--- config.mk ---
export PLATFORM = sky130hd
export DESIGN_NAME = mem_access_flat
export DESIGN_NICKNAME = d
export VERILOG_FILES = /design/src/rtl/mem_access_if.sv /design/src/rtl/mem_access.sv /design/src/flat_wrapper.sv
export SDC_FILE = /design/constraint.sdc
export NUM_CORES = 1
export LEC_CHECK = 0
export ABC_AREA = 1
export ABC_CLOCK_PERIOD_IN_PS = 5000
export CORE_MARGIN = 1
export CORE_UTILIZATION = 48
export DETAILED_ROUTE_END_ITERATION = 8
export PLACE_DENSITY_LB_ADDON = 0.08
export SLEW_MARGIN = 20
export SYNTH_ARGS = -nofsm -noshare
export SYNTH_HDL_FRONTEND = slang
export SYNTH_SLANG_ARGS = --single-unit
--- constraint.sdc ---
create_clock -name clk -period 5 [get_ports clk]
set_input_delay 1 -clock clk [delete_from_list [all_inputs] [get_ports clk]]
set_output_delay 1 -clock clk [all_outputs]
set_load 0.1 [all_outputs]
--- src/rtl/mem_access_if.sv ---
// Data-memory bus between the memory-access stage (master) and the data memory (slave).
// req is held until gnt; rvalid/rdata return load data in a later cycle.
interface mem_access_if;
    logic        dm_req;
    logic        dm_we;
    logic [31:0] dm_addr;
    logic [3:0]  dm_wstrb;
    logic [31:0] dm_wdata;
    logic        dm_gnt;
    logic        dm_rvalid;
    logic [31:0] dm_rdata;

    modport master (
        output dm_req, dm_we, dm_addr, dm_wstrb, dm_wdata,
        input  dm_gnt, dm_rvalid, dm_rdata
    );

    modport slave (
        input  dm_req, dm_we, dm_addr, dm_wstrb, dm_wdata,
        output dm_gnt, dm_rvalid, dm_rdata
    );
endinterface

--- src/rtl/mem_access.sv ---
// Memory-access stage: one bus transaction per load/store, byte-lane formatting, register write-back.
// Define MEM_MISALIGN_TRAP_EN to trap misaligned H/W accesses instead of ignoring the low address bits.
//
// state | meaning
// IDLE  | sampling exe outputs; ALU results written back with 1-cycle latency
// REQ   | dm_req held with stable command until dm_gnt
// WAIT  | load granted, waiting for dm_rvalid or timeout
module mem_access #(
    parameter int TIMEOUT = 256
) (
    input  logic         clk,
    input  logic         rst,
    input  logic         write_reg,
    input  logic         load_en,
    input  logic         store_en,
    input  logic [2:0]   funct3,
    input  logic [4:0]   rd,
    input  logic [31:0]  addr,
    input  logic [31:0]  data,
    input  logic [31:0]  res,
    output logic         stall,
    mem_access_if.master dm,
    output logic         wb_en,
    output logic [4:0]   wb_rd,
    output logic [31:0]  wb_data,
    output logic         bus_err,
    output logic         misalign_exc
);
    localparam logic [1:0] IDLE = 2'b00;
    localparam logic [1:0] REQ  = 2'b01;
    localparam logic [1:0] WAIT = 2'b10;

    localparam int CW = (TIMEOUT < 2) ? 1 : $clog2(TIMEOUT);
    localparam logic [CW-1:0] LAST = CW'((TIMEOUT == 0) ? 0 : TIMEOUT - 1);

    logic [1:0]    state_q, state_d;
    logic [CW-1:0] cnt_q, cnt_d;
    logic          is_st_q, is_st_d;
    logic [4:0]    rd_q, rd_d;
    logic [31:0]   addr_q, addr_d;
    logic [31:0]   data_q, data_d;
    logic [2:0]    f3_q, f3_d;
    logic          wb_en_q, wb_en_d;
    logic [4:0]    wb_rd_q, wb_rd_d;
    logic [31:0]   wb_data_q, wb_data_d;
    logic          bus_err_q, bus_err_d;

    logic          in_req;
    logic [3:0]    strb;
    logic [31:0]   wdata;
    logic [7:0]    byte_v;
    logic [15:0]   half_v;
    logic [31:0]   load_val;

`ifdef MEM_MISALIGN_TRAP_EN
    logic misalign_q, misalign_d;
    logic misalign_in;
    assign misalign_in = (funct3[1:0] == 2'b01 && addr[0]) || (funct3[1] && addr[1:0] != 2'b00);
`endif

    // Lane selection uses the captured address so the command stays stable while REQ waits for gnt.
    always_comb begin
        case (f3_q[1:0])
            2'b00:   begin strb = 4'b0001 << addr_q[1:0];        wdata = {4{data_q[7:0]}};  end
            2'b01:   begin strb = 4'b0011 << {addr_q[1], 1'b0};  wdata = {2{data_q[15:0]}}; end
            default: begin strb = 4'b1111;                       wdata = data_q;            end
        endcase
    end

    assign byte_v = dm.dm_rdata[{addr_q[1:0], 3'b000} +: 8];
    assign half_v = dm.dm_rdata[{addr_q[1], 4'b0000} +: 16];

    always_comb begin
        case (f3_q[1:0])
            2'b00:   load_val = {{24{byte_v[7] & ~f3_q[2]}}, byte_v};
            2'b01:   load_val = {{16{half_v[15] & ~f3_q[2]}}, half_v};
            default: load_val = dm.dm_rdata;
        endcase
    end

    always_comb begin
        state_d   = state_q;
        cnt_d     = cnt_q;
        is_st_d   = is_st_q;
        rd_d      = rd_q;
        addr_d    = addr_q;
        data_d    = data_q;
        f3_d      = f3_q;
        wb_en_d   = 1'b0;
        wb_rd_d   = wb_rd_q;
        wb_data_d = wb_data_q;
        bus_err_d = 1'b0;
`ifdef MEM_MISALIGN_TRAP_EN
        misalign_d = 1'b0;
`endif
        case (state_q)
            IDLE: begin
                if (load_en || store_en) begin
`ifdef MEM_MISALIGN_TRAP_EN
                    if (misalign_in) misalign_d = 1'b1;
                    else
`endif
                    begin
                        is_st_d = store_en;
                        rd_d    = rd;
                        addr_d  = addr;
                        data_d  = data;
                        f3_d    = funct3;
                        state_d = REQ;
                    end
                end else begin
                    wb_en_d   = write_reg;
                    wb_rd_d   = rd;
                    wb_data_d = res;
                end
            end
            REQ: begin
                if (dm.dm_gnt) begin
                    state_d = is_st_q ? IDLE : WAIT;
                    cnt_d   = '0;
                end
            end
            WAIT: begin
                if (dm.dm_rvalid) begin
                    wb_en_d   = 1'b1;
                    wb_rd_d   = rd_q;
                    wb_data_d = load_val;
                    state_d   = IDLE;
                end else if (TIMEOUT != 0 && cnt_q == LAST) begin
                    bus_err_d = 1'b1;
                    wb_en_d   = 1'b1;
                    wb_rd_d   = rd_q;
                    wb_data_d = '0;
                    state_d   = IDLE;
                    cnt_d     = '0;
                end else begin
                    cnt_d = cnt_q + CW'(1);
                end
            end
            default: state_d = IDLE;
        endcase
    end

    always_ff @(posedge clk or negedge rst) begin
        if (!rst) begin
            state_q   <= IDLE;
            cnt_q     <= '0;
            is_st_q   <= 1'b0;
            rd_q      <= '0;
            addr_q    <= '0;
            data_q    <= '0;
            f3_q      <= '0;
            wb_en_q   <= 1'b0;
            wb_rd_q   <= '0;
            wb_data_q <= '0;
            bus_err_q <= 1'b0;
        end else begin
            state_q   <= state_d;
            cnt_q     <= cnt_d;
            is_st_q   <= is_st_d;
            rd_q      <= rd_d;
            addr_q    <= addr_d;
            data_q    <= data_d;
            f3_q      <= f3_d;
            wb_en_q   <= wb_en_d;
            wb_rd_q   <= wb_rd_d;
            wb_data_q <= wb_data_d;
            bus_err_q <= bus_err_d;
        end
    end

`ifdef MEM_MISALIGN_TRAP_EN
    always_ff @(posedge clk or negedge rst) begin
        if (!rst) misalign_q <= 1'b0;
        else      misalign_q <= misalign_d;
    end
    assign misalign_exc = misalign_q;
`else
    assign misalign_exc = 1'b0;
`endif

    assign in_req      = (state_q == REQ);
    assign stall       = (state_q != IDLE);
    assign dm.dm_req   = in_req;
    assign dm.dm_we    = in_req & is_st_q;
    assign dm.dm_addr  = in_req ? {addr_q[31:2], 2'b00} : 32'd0;
    assign dm.dm_wstrb = (in_req && is_st_q) ? strb : 4'b0000;
    assign dm.dm_wdata = (in_req && is_st_q) ? wdata : 32'd0;
    assign wb_en       = wb_en_q;
    assign wb_rd       = wb_rd_q;
    assign wb_data     = wb_data_q;
    assign bus_err     = bus_err_q;
endmodule
--- src/flat_wrapper.sv ---
// flat-port wrapper written by rule: the top's interface ports become plain ports
module mem_access_flat 
#(
    parameter int TIMEOUT = 256
)
  (clk, rst, write_reg, load_en, store_en, funct3, rd, addr, data, res, stall, wb_en, wb_rd, wb_data, bus_err, misalign_exc, dm_dm_req, dm_dm_we, dm_dm_addr, dm_dm_wstrb, dm_dm_wdata, dm_dm_gnt, dm_dm_rvalid, dm_dm_rdata);
  mem_access_if dm_i ();
  input  logic clk;
  input  logic rst;
  input  logic write_reg;
  input  logic load_en;
  input  logic store_en;
  input  logic [2:0] funct3;
  input  logic [4:0] rd;
  input  logic [31:0] addr;
  input  logic [31:0] data;
  input  logic [31:0] res;
  output logic stall;
  output logic wb_en;
  output logic [4:0] wb_rd;
  output logic [31:0] wb_data;
  output logic bus_err;
  output logic misalign_exc;
  output wire logic [$bits(dm_i.dm_req)-1:0] dm_dm_req;
  output wire logic [$bits(dm_i.dm_we)-1:0] dm_dm_we;
  output wire logic [$bits(dm_i.dm_addr)-1:0] dm_dm_addr;
  output wire logic [$bits(dm_i.dm_wstrb)-1:0] dm_dm_wstrb;
  output wire logic [$bits(dm_i.dm_wdata)-1:0] dm_dm_wdata;
  input wire logic [$bits(dm_i.dm_gnt)-1:0] dm_dm_gnt;
  input wire logic [$bits(dm_i.dm_rvalid)-1:0] dm_dm_rvalid;
  input wire logic [$bits(dm_i.dm_rdata)-1:0] dm_dm_rdata;
  assign dm_dm_req = dm_i.dm_req;
  assign dm_dm_we = dm_i.dm_we;
  assign dm_dm_addr = dm_i.dm_addr;
  assign dm_dm_wstrb = dm_i.dm_wstrb;
  assign dm_dm_wdata = dm_i.dm_wdata;
  assign dm_i.dm_gnt = dm_dm_gnt;
  assign dm_i.dm_rvalid = dm_dm_rvalid;
  assign dm_i.dm_rdata = dm_dm_rdata;
  mem_access #(.TIMEOUT(TIMEOUT)) u_core (.clk(clk), .rst(rst), .write_reg(write_reg), .load_en(load_en), .store_en(store_en), .funct3(funct3), .rd(rd), .addr(addr), .data(data), .res(res), .stall(stall), .dm(dm_i), .wb_en(wb_en), .wb_rd(wb_rd), .wb_data(wb_data), .bus_err(bus_err), .misalign_exc(misalign_exc));
endmodule
# After elaboration in Yosys (flattened, before gate mapping)
# Cells that the tools add are included.
# word_totals
reg_bits	122
latch_bits	0
ram_bits	0
mem_bits_ro	0
in_bits	143
out_inout_bits	111
elab_cells	70
memories	0
# op_classes
n_addsub	1
mul	0
div_mod_pow	0
order_cmp	0
n_eq_ne	9
shift	4
n_mux	30
n_bitwise	4
reduce_logical	11
# ops
op	n
$pmux W32 S2	3
$mux W32	5
$shiftx A32 B6 Y16	1
$shiftx A32 B6 Y8	1
$mux W8	3
$pmux W8 S2	1
$mux W5	3
$mux W2	5
$pmux W5 S2	1
$reduce_and A3 Y1	3
$add A8 B1 Y8 const B	1
$eq A8 B8 Y1 const B	1
$pmux W4 S2	1
$ne A2 B2 Y1 const B	3
$pmux W2 S3	1
$reduce_bool A2 Y1	3
$mux W1	5
$eq A2 B1 Y1 const B	2
$logic_not A2 Y1	2
$mux W4	1
$shl A1 B2 Y4 const A	1
$shl A2 B2 Y4 const A	1
$and A1 B1 Y1	3
$ne A3 B2 Y1 const B	1
7 further kinds	7

# Longest topological paths before layout
# Gate-level depths: netlist of the first run.
# logic_depth
depth_word	5
mapped_depth	12
mapped_depth_nobuf	11

# Least setup slack after synthesis of the first run
# No wires, ideal clock.
# synth_timing
path_kind	register -> output
from	reg u_core.state_q[0]
to	out dm_dm_wstrb[2]
arrival_time_ns	4.543
t_required_ns	4.000
setup_slack_ns	-0.543
path_stages_with_launch	6
path_buffers	1
path_cell_list	dfrtp_1 inv_2 nor2_1 nand2_1 clkbuf_1 a211oi_1
# synth_between
elab_chain_cells	3
# synth_lines
element	line	rtl
from (decl)	mem_access.sv:36	logic [1:0] state_q, state_d;
from (signal assigned)	mem_access.sv:158	state_q <= state_d;
$eq A2 B1 Y1	mem_access.sv:182	assign in_req = (state_q == REQ);
via dm_dm_req	flat_wrapper.sv:24	output wire logic [$bits(dm_i.dm_req)-1:0] dm_dm_req;
$logic_and A1 B1 Y1	mem_access.sv:187	assign dm.dm_wstrb = (in_req && is_st_q) ? strb : 4'b0000;
$mux W4	mem_access.sv:187	
to (decl)	flat_wrapper.sv:27	output wire logic [$bits(dm_i.dm_wstrb)-1:0] dm_dm_wstrb;
# The timed path passes the listed nets, and every way through them passes these cells.

# Worst setup path after layout of the first run
# layout_timing
from	reg u_core.addr_q[1]
to	out dm_dm_wstrb[0]
# layout_between
elab_chain_cells	3
elab_cells_between_ends	4
cone_classes	2 x shift; 2 x mux
# layout_lines
element	line	rtl
from (decl)	mem_access.sv:40	logic [31:0] addr_q, addr_d;
from (signal assigned)	mem_access.sv:162	addr_q <= addr_d;
$shl A2 B2 Y4 / $shl A1 B2 Y4 (equally long branches)	mem_access.sv:65, mem_access.sv:64	
$pmux W4 S2 (*)	mem_access.sv:63	case (f3_q[1:0])
$mux W4 (*)	mem_access.sv:187	
# Every way passes the cells marked *; elsewhere a longest branch is shown, timed or not.

==> results.md, run 1 <==
* Status: finished, final reports clean
* Nets@finish at 1258
* Setup TNS at 0 ps
* CTS H-tree depth at 4
* Iter 0 DRT Violations at 439
* Largest family of logic cells by synthesized area: simple AND/OR/NAND/NOR gates
* Clock Path Buffers at 2
* Area of the die at 14100 sq um
* Post-synth top flop: dfrtp_1
* Slew Limit Fails at 0
* Die Wd at 119 um
* Setup bufs post-CTS at 0
* Synth cell types at 36
* Root Driver: clkbuf_16
* Top post-synthesis cells by area: dfrtp_1 47%, nand2_1 17%, nor2_1 7.1%, inv_1 4.9%, o21ai_0 4.4%
* Type of origin of the critical path: flop
* PostCTS Resize Cnt at 0
* Reg2reg end: u_core.wb_data[26]
* WP data arrival at 3080 ps
* Synthesized flop and latch total at 122
* Filler Cell Count at 1099
* Post-synth top area cell: dfrtp_1
* Most common cell after layout, fill and taps aside: nand2_1
* Routed via count at 6535
* Top cell type's share of synthesized area at 0.467
* Mux cell area share after synthesis at 0.00612
* Period minus WS final at 4080 ps
* Layout area overhead at 44.9%
* WL final at just under 20000 um
* WL/cell at 14.9 um
* Simple-gate area share of the yosys netlist at 0.300
* Clk sink count at 122
* Final ANT Viol Nets at 0
* Fmax achieved at 245 MHz
* Post-Synth XOR/XNOR Area at 0
* Total gr overflow at 0
* Slew @ Worst Pin at 1040 ps
* Avg Cell Area, Syn at 7.39 sq um
* Min-delay src: u_core.rd_q[2]
* DRT Pass-1 Iters at 5
* MaxCap Viol Count at 0
* Vias per cell at roughly 5.0
* Initial Util at 0.492
* Rel. slew slack at 0.307
* Initial antenna violation count at 0
* CP max FO at 20
* Setup Skew at 5.69 ps
* Commonest cells after routing, fill and taps aside: 291 x nand2_1, 222 x clkdlybuf4s50_1, 122 x nor2_1, 122 x dfrtp_1, 85 x inv_1
* Final hold vios at 0
* Compound-Gate Fraction of Synth Area at 0.129
* Drc violations at 0
* Wire length of the first global-routing pass at roughly 31000 um
* Post-Syn Instances at 885
* Final setup viols at 0
* Synth async-reset ratio at 1.00
* CTS tree: built
* Area of the mapped netlist at around 6500 sq um
* Worst EP required at 4000 ps
* Worst r2r path cells at 9
* Hold Crit Class: reg -> reg
* Adder-Cell Fraction of Synth Area at 0.00191
* I/O Pins at 254
* DP HPWL at ~14000 um
* CTS Buf Count at 17
* Site Rows at 42
* Total GRT Usage at 0.284
* Crit end category: output pin
* Number of diodes at 0
* Port Buf Inserts at 250
* RSZ-0062 raised after global routing: no
* # hold bufs at CTS at 0
* Layout cells sized above 1 at 0.102
* Worst skew pair latency at 410 ps
* Share of the yosys chip area belonging to registers at 0.467
* Hold Path Depth at 2
* Hold Path Sink: u_core.rd_q[2]
* Largest net degree at the start of global routing at 70
* Clock transition at path regs at 60 ps
* Critical R2R Launch: u_core.state_q[0]
* Vias in the first global route at 6187
* Core area at 13300 sq um
* Placer Congestion at roughly 0.85
* DIE HEIGHT at approximately 120 um
* Kind of critical path: reg -> out
* Final cycle utilization of the critical path at 0.815
* Reg2reg setup slack at about 2700 ps
* EDFF count, synth at 0
* Yosys warns at 0
==> per-layer routing <==
metal / global-route usage / vias to the layer above / routed length, um
met5: 0 / - / 0
met4: 0.114 / 0 / 466
met3: 0.0748 / 38 / 1600
met2: 0.457 / 278 / 9250
met1: 0.364 / 3006 / 8000
li1: - / 3213 / -
==> final cells by class <==
| type | count | area, sq um | share of cell area |
|---|---|---|---|
| timing repair buffer | 256 | 2480 | 0.261 |
| sequential | 122 | 3050 | 0.322 |
| clock buffer | 23 | 468 | 0.0494 |
| tap | 176 | 220 | 0.0232 |
| multi-input combinational | 625 | 2890 | 0.305 |
| inverter | 92 | 350 | 0.0369 |
| clock inverter | 4 | 22.5 | 0.00238 |
==> state kept, by name, summed over array words and instances (netlist names) <==
signal	flops
u_core.addr_q	32
u_core.wb_en	1
u_core.bus_err	1
u_core.cnt_q	8
u_core.data_q	32
u_core.wb_data	32
u_core.rd_q	5
u_core.f3_q	3
u_core.wb_rd	5
u_core.state_q	2
u_core.is_st_q	1
==> cells in the mapped netlist, types with 5 or more instances <==
| cell type | n |
|---|---|
| nor2_1 | 124 |
| o21ai_0 | 57 |
| nand3_1 | 31 |
| buf_2 | 13 |
| o21a_1 | 14 |
| nor2_2 | 19 |
| dfrtp_1 | 122 |
| buf_4 | 6 |
| a21oi_1 | 19 |
| o221ai_1 | 7 |
| a21oi_2 | 17 |
| o22ai_1 | 8 |
| clkbuf_1 | 21 |
| nand2_1 | 291 |
| o211ai_1 | 7 |
| nor3_1 | 5 |
| inv_1 | 85 |
==> per-stage QoR <==
step	std cells	hold slack, ps	util	cell area [sq um]	setup slack [ps]
2_1_floorplan	887	441	-	6560	188
3_3_place_gp	1271	454	0.676	8990	1430
3_5_place_dp	1271	458	0.676	8990	1370
4_1_cts	1298	471	0.713	9480	930
5_1_grt	1298	487	0.713	9480	726
6_report	1298	468	0.713	9480	925
==> worst max-delay path, cell delays in order (launching register included) <==
cell             delay, ps
dfrtp_1                510
inv_1                  490
nor2_1                 170
nor3_1                 300
clkdlybuf4s50_1       1190
==> logic make-up after synthesis <==
| kind of cell | Yosys count |
|---|---|
| compound gates | 135 |
| flops | 122 |
| buf+inv | 140 |
| mux | 4 |
| other cells | 1 |
| fa+ha+maj | 1 |
| simple gates | 482 |
==> worst max-delay path by stage <==
stage | start | end | slack (ps) | cells past startpoint
floorplan | u_core.state_q[1] | dm_dm_wstrb[0] | 190 | 4
global placement | u_core.addr_q[1] | dm_dm_wstrb[0] | 1430 | 4
detailed placement | u_core.addr_q[1] | dm_dm_wstrb[0] | 1370 | 4
CTS | u_core.addr_q[1] | dm_dm_wstrb[0] | 930 | 4
global route | u_core.addr_q[1] | dm_dm_wstrb[0] | 730 | 4
finish | u_core.addr_q[1] | dm_dm_wstrb[0] | 920 | 4
Power of run 1 is left out: the tool's default activity adds up to more than one toggle a clock period on the data nets, which glitch-free logic cannot reach.
==> run 2: changes to the inputs <==
ABC_CLOCK_PERIOD_IN_PS = 3800   (was 5000)
CORE_UTILIZATION = 44   (was 48)
clock period = 3.8 ns   (was 5 ns; I/O delays follow)
==> run 2 against run 1 <==
Against the previous run: wire length up 4.0%; sequential share of layout area down 1.5 points; clock-buffer cell count down 1; critical path type unchanged; register-to-register slack worse by 1300 ps; die area up 8.9%.
==> results.md, run 2 (synthesis gave the netlist of run 1 again) <==
* CTS H-tree depth at 4
* Total GRT Usage at 0.271
* Worst setup margin at 640 ps
* Hold Crit Class: in -> async
* Slew @ Worst Pin at 1040 ps
* Layout cells sized above 1 at 0.165
* Clock transition at path regs at about 50 ps
* Setup Skew at ~5.8 ps
* Area of the die at 15400 sq um
* I/O Pins at 254
* Port Buf Inserts at 250
* CTS Buf Count at 17
* Hold WS at ~400 ps
* RSZ-0062 raised after global routing: no
* Clk sink count at 122
* Iter 0 DRT Violations at 387
* Slew Limit Fails at 0
* Kind of critical path: reg -> out
* DP HPWL at 14200 um
* Placer Congestion at just under 0.9
* Vias per cell at roughly 5.0
* Initial Util at 0.450
* WL final at around 20000 um
* Die Wd at between 100 and 150 um
* Layout area overhead at 52.2%
* CTS tree: built
* WP data arrival at 2400 ps
* Status: finished, final reports clean
* Final ANT Viol Nets at 0
* Reg2reg setup slack at 1420 ps
* Worst skew pair latency at 420 ps
* Rel. slew slack at 0.307
* Total gr overflow at 0
* MaxCap Viol Count at 0
* Initial antenna violation count at 0
* Clock Path Buffers at 2
* Final cycle utilization of the critical path at 0.832
* Wire length of the first global-routing pass at 31400 um
* Type of origin of the critical path: flop
* Pre-CTS setup slack at 1050 ps
* DRT Pass-1 Iters at 7
* Period minus WS final at 3160 ps
* Core area at 14500 sq um
* Nets@finish at 1261
* Final hold vios at 0
* CP max FO at 11
* Number of diodes at 0
* Fmax achieved at 316 MHz
* Largest net degree at the start of global routing at approximately 120
* Drc violations at 0
* PostCTS Resize Cnt at 0
* WL/cell at 15.3 um
* Worst EP required at slightly above 3000 ps
* Commonest cells after routing, fill and taps aside: 291 x nand2_1, 181 x clkdlybuf4s50_1, 122 x dfrtp_1
* Routed via count at 6531
* # hold bufs at CTS at 0
* DIE HEIGHT at 124 um
* Final setup viols at 0
* Root Driver: clkbuf_16
* Site Rows at 44
* Vias in the first global route at 6409
* Most common cell after layout, fill and taps aside: nand2_1
* Crit end category: output pin
* Setup bufs post-CTS at 0
[run 2: cell count changes in the layout (fill, tap and decap cells not counted), moves of 14 or more]
cell,change
nor2_1,-15
buf_4,+16
buf_12,+28
nor2_4,+14
clkdlybuf4s50_1,-41
[run 2: path summary, 6_finish.rpt]
check	to	cells past startpoint	from
max in group asynchronous	u_core.data_q[1]	2	rst
worst max-delay path	dm_dm_wstrb[3]	5	u_core.f3_q[1]
worst min register to register	u_core.rd_q[0]	2	u_core.rd_q[0]
min in group clk	u_core.rd_q[0]	2	u_core.rd_q[0]
worst min-delay path	u_core.cnt_q[3]	1	rst
worst max register to register	u_core.wb_data[4]	9	u_core.addr_q[1]
[run 2: per-stage QoR]
| step | setup TNS (ps) | cell area (sq um) | util | instances |
|---|---|---|---|---|
| 6_report | 0 | 9960 | 0.685 | 1314 |
| 5_1_grt | 0 | 9960 | 0.685 | 1314 |
| 4_1_cts | 0 | 9960 | 0.685 | 1314 |
| 3_5_place_dp | 0 | 9410 | 0.647 | 1282 |
| 3_3_place_gp | 0 | 9410 | 0.647 | 1282 |
| 2_1_floorplan | -1180 | 6710 | - | 887 |
[run 2: final cells by class]
type	count	area (sq um)
fill	1217	4570
sequential	122	3050
multi-input combinational	625	3030
timing repair buffer	259	2750
clock buffer	22	484
inverter	92	350
tap	184	230
clock inverter	10	67.6
[run 2: worst max-delay path, cell delays in order, from the launching register on]
cell and delay (ps):
dfrtp_1 490, nor2_1 320, clkinv_1 340, o21ai_0 570, a21oi_4 60, buf_12 200
[run 2: routing by layer]
metal  vias up  global-route usage  wire length, um
li1       3222                   -                -
met1      2995               0.323             8150
met2       270               0.448             9690
met3        44              0.0806             1690
met4         0               0.127              553
met5         -                   0                0
Power of run 2 is left out for the same reason.
==> run 3: changes to the inputs <==
ABC_CLOCK_PERIOD_IN_PS = 2700   (was 3800)
CORE_UTILIZATION = 40   (was 44)
clock period = 2.7 ns   (was 3.8 ns; I/O delays follow)
==> run 3 against run 2 <==
Against the previous run: global-route usage shrank 1.3 points; clock-buffer cell count shrank 4; die area grew 9.8%; non-clock buffer count grew 11; sequential share of layout area shrank 2.4 points; first-iteration DRC count grew 3.4%; clock skew grew 3.0 ps; critical path type unchanged.
==> results.md, run 3 (synthesis gave the netlist of run 1 again) <==
* Type of origin of the critical path: flop
* Final hold vios at 0
* CTS H-tree depth at 4
* I/O Pins at 254
* Slew @ Worst Pin at 683 ps
* Final ANT Viol Nets at 0
* RSZ-0062 raised after global routing: no
* CP max FO at 15
* Worst skew pair latency at ~430 ps
* WL met3 at between 1500 and 2000 um
* # hold bufs at CTS at 0
* Drc violations at 0
* Fmax achieved at 388 MHz
* Filler Cell Count at 1361
* Initial Util at 0.410
* Worst setup margin at 121 ps
* Initial antenna violation count at 1
* Die Wd at about 130 um
* Clock Path Buffers at 2
* WL final at 21100 um
* CTS Buf Count at 17
* WL/cell at 15.6 um
* Layout area overhead at 65.0%
* Top Layer Used: met5
* Final setup viols at 0
* Total GRT Usage at 0.258
* Iter 0 DRT Violations at 400
* Period minus WS final at around 2600 ps
* Root Driver: clkbuf_16
* Nets@finish at approximately 1300
* MaxCap Viol Count at 0
* Wire length of the first global-routing pass at ~33000 um
* Worst EP required at 2160 ps
* Total gr overflow at 0
* Hold Crit Class: in -> async
* Metal2 WL at 9920 um
* Placer Congestion at about 0.82
* Clk sink count at 122
* DP Cell Count at ~1300
* Status: finished, final reports clean
* DP HPWL at 15500 um
* Vias in the first global route at 6309
* CTS tree: built
* Number of diodes at 0
* Layout cells sized above 1 at 0.233
* Commonest cells after routing, fill and taps aside: 290 x nand2_1, 141 x clkdlybuf4s50_1, 122 x dfrtp_1
* DRT Pass-1 Iters at 5
* Core area at 15900 sq um
* DP Area at 10100 sq um
* Slew Limit Fails at 0
* Fin area at 10800 sq um
* Final cycle utilization of the critical path at 0.955
* Routed via count at 6549
* Largest net degree at the start of global routing at 65
* Area of the die at 16900 sq um
* Final cell count without fillers at 1357
* Crit end category: output pin
* Rel. slew slack at 0.543
* Vias per cell at 4.83
* Port Buf Inserts at 250
* Pre-CTS setup slack at between 200 and 300 ps
* Site Rows at between 40 and 50
* Clock transition at path regs at ~60 ps
* M1 WL at 8770 um
* Kind of critical path: reg -> out
* Most common cell after layout, fill and taps aside: nand2_1
* Setup Skew at 8.82 ps
* WP data arrival at 2040 ps
* DIE HEIGHT at 130 um
* Worst r2r path cells at 9
run 3: cell types whose count changed in the layout (fill, tap and decap cells not counted), moves of 8 or more:
cell / before / now
a21oi_4: 1 / 9
buf_12: 28 / 69
nor2_4: 17 / 26
clkdlybuf4s50_1: 181 / 141
nor2_1: 107 / 98
buf_4: 50 / 60
run 3: timing repair:
item,CTS,global route
setup buffers,0,1
gates resized for setup,2,10
setup endpoints to repair,18,18
cloned,0,0
run 3: worst paths after layout:
check | startpoint | to | slack [ps]
worst max-delay path | u_core.state_q[1] | dm_dm_wdata[17] | 120
worst min-delay path | rst | u_core.cnt_q[3] | 50
worst max register to register | u_core.addr_q[1] | u_core.wb_data[0] | 590
worst min register to register | u_core.data_q[21] | u_core.data_q[21] | 470
max in group asynchronous | rst | u_core.addr_q[4] | 1910
min in group clk | u_core.data_q[21] | u_core.data_q[21] | 470
run 3: layout make-up:
class                           instances  area [sq um]  area share
Multi-Input combinational cell        625          3260       0.302
Timing Repair Buffer                  270          3240       0.300
Sequential cell                       122          3050       0.283
Clock buffer                           18           439      0.0407
Inverter                               92           359      0.0333
Tap cell                              216           270      0.0250
Clock inverter                         14           170      0.0158
run 3: per-layer routing:
layer	track usage	vias up
li1	-	3242
met1	0.318	3050
met2	0.411	219
met3	0.0927	36
met4	0.104	2
met5	0	-
run 3: stage by stage:
| stage | setup TNS (ps) | utilization | hold slack (ps) |
|---|---|---|---|
| floorplan | -15790 | - | 244 |
| global placement | 0 | 0.635 | 456 |
| detailed placement | 0 | 0.635 | 459 |
| CTS | -1340 | 0.673 | 60.9 |
| global route | 0 | 0.677 | 81.1 |
| finish | 0 | 0.677 | 47.2 |
run 3: worst max-delay path, cell delays in order (launching register included):
cell and delay, ps:
dfrtp_1 430, nor2_4 180, nand2_2 240, buf_4 360
a21oi_4 200, buf_12 190
Power of run 3 is left out for the same reason.
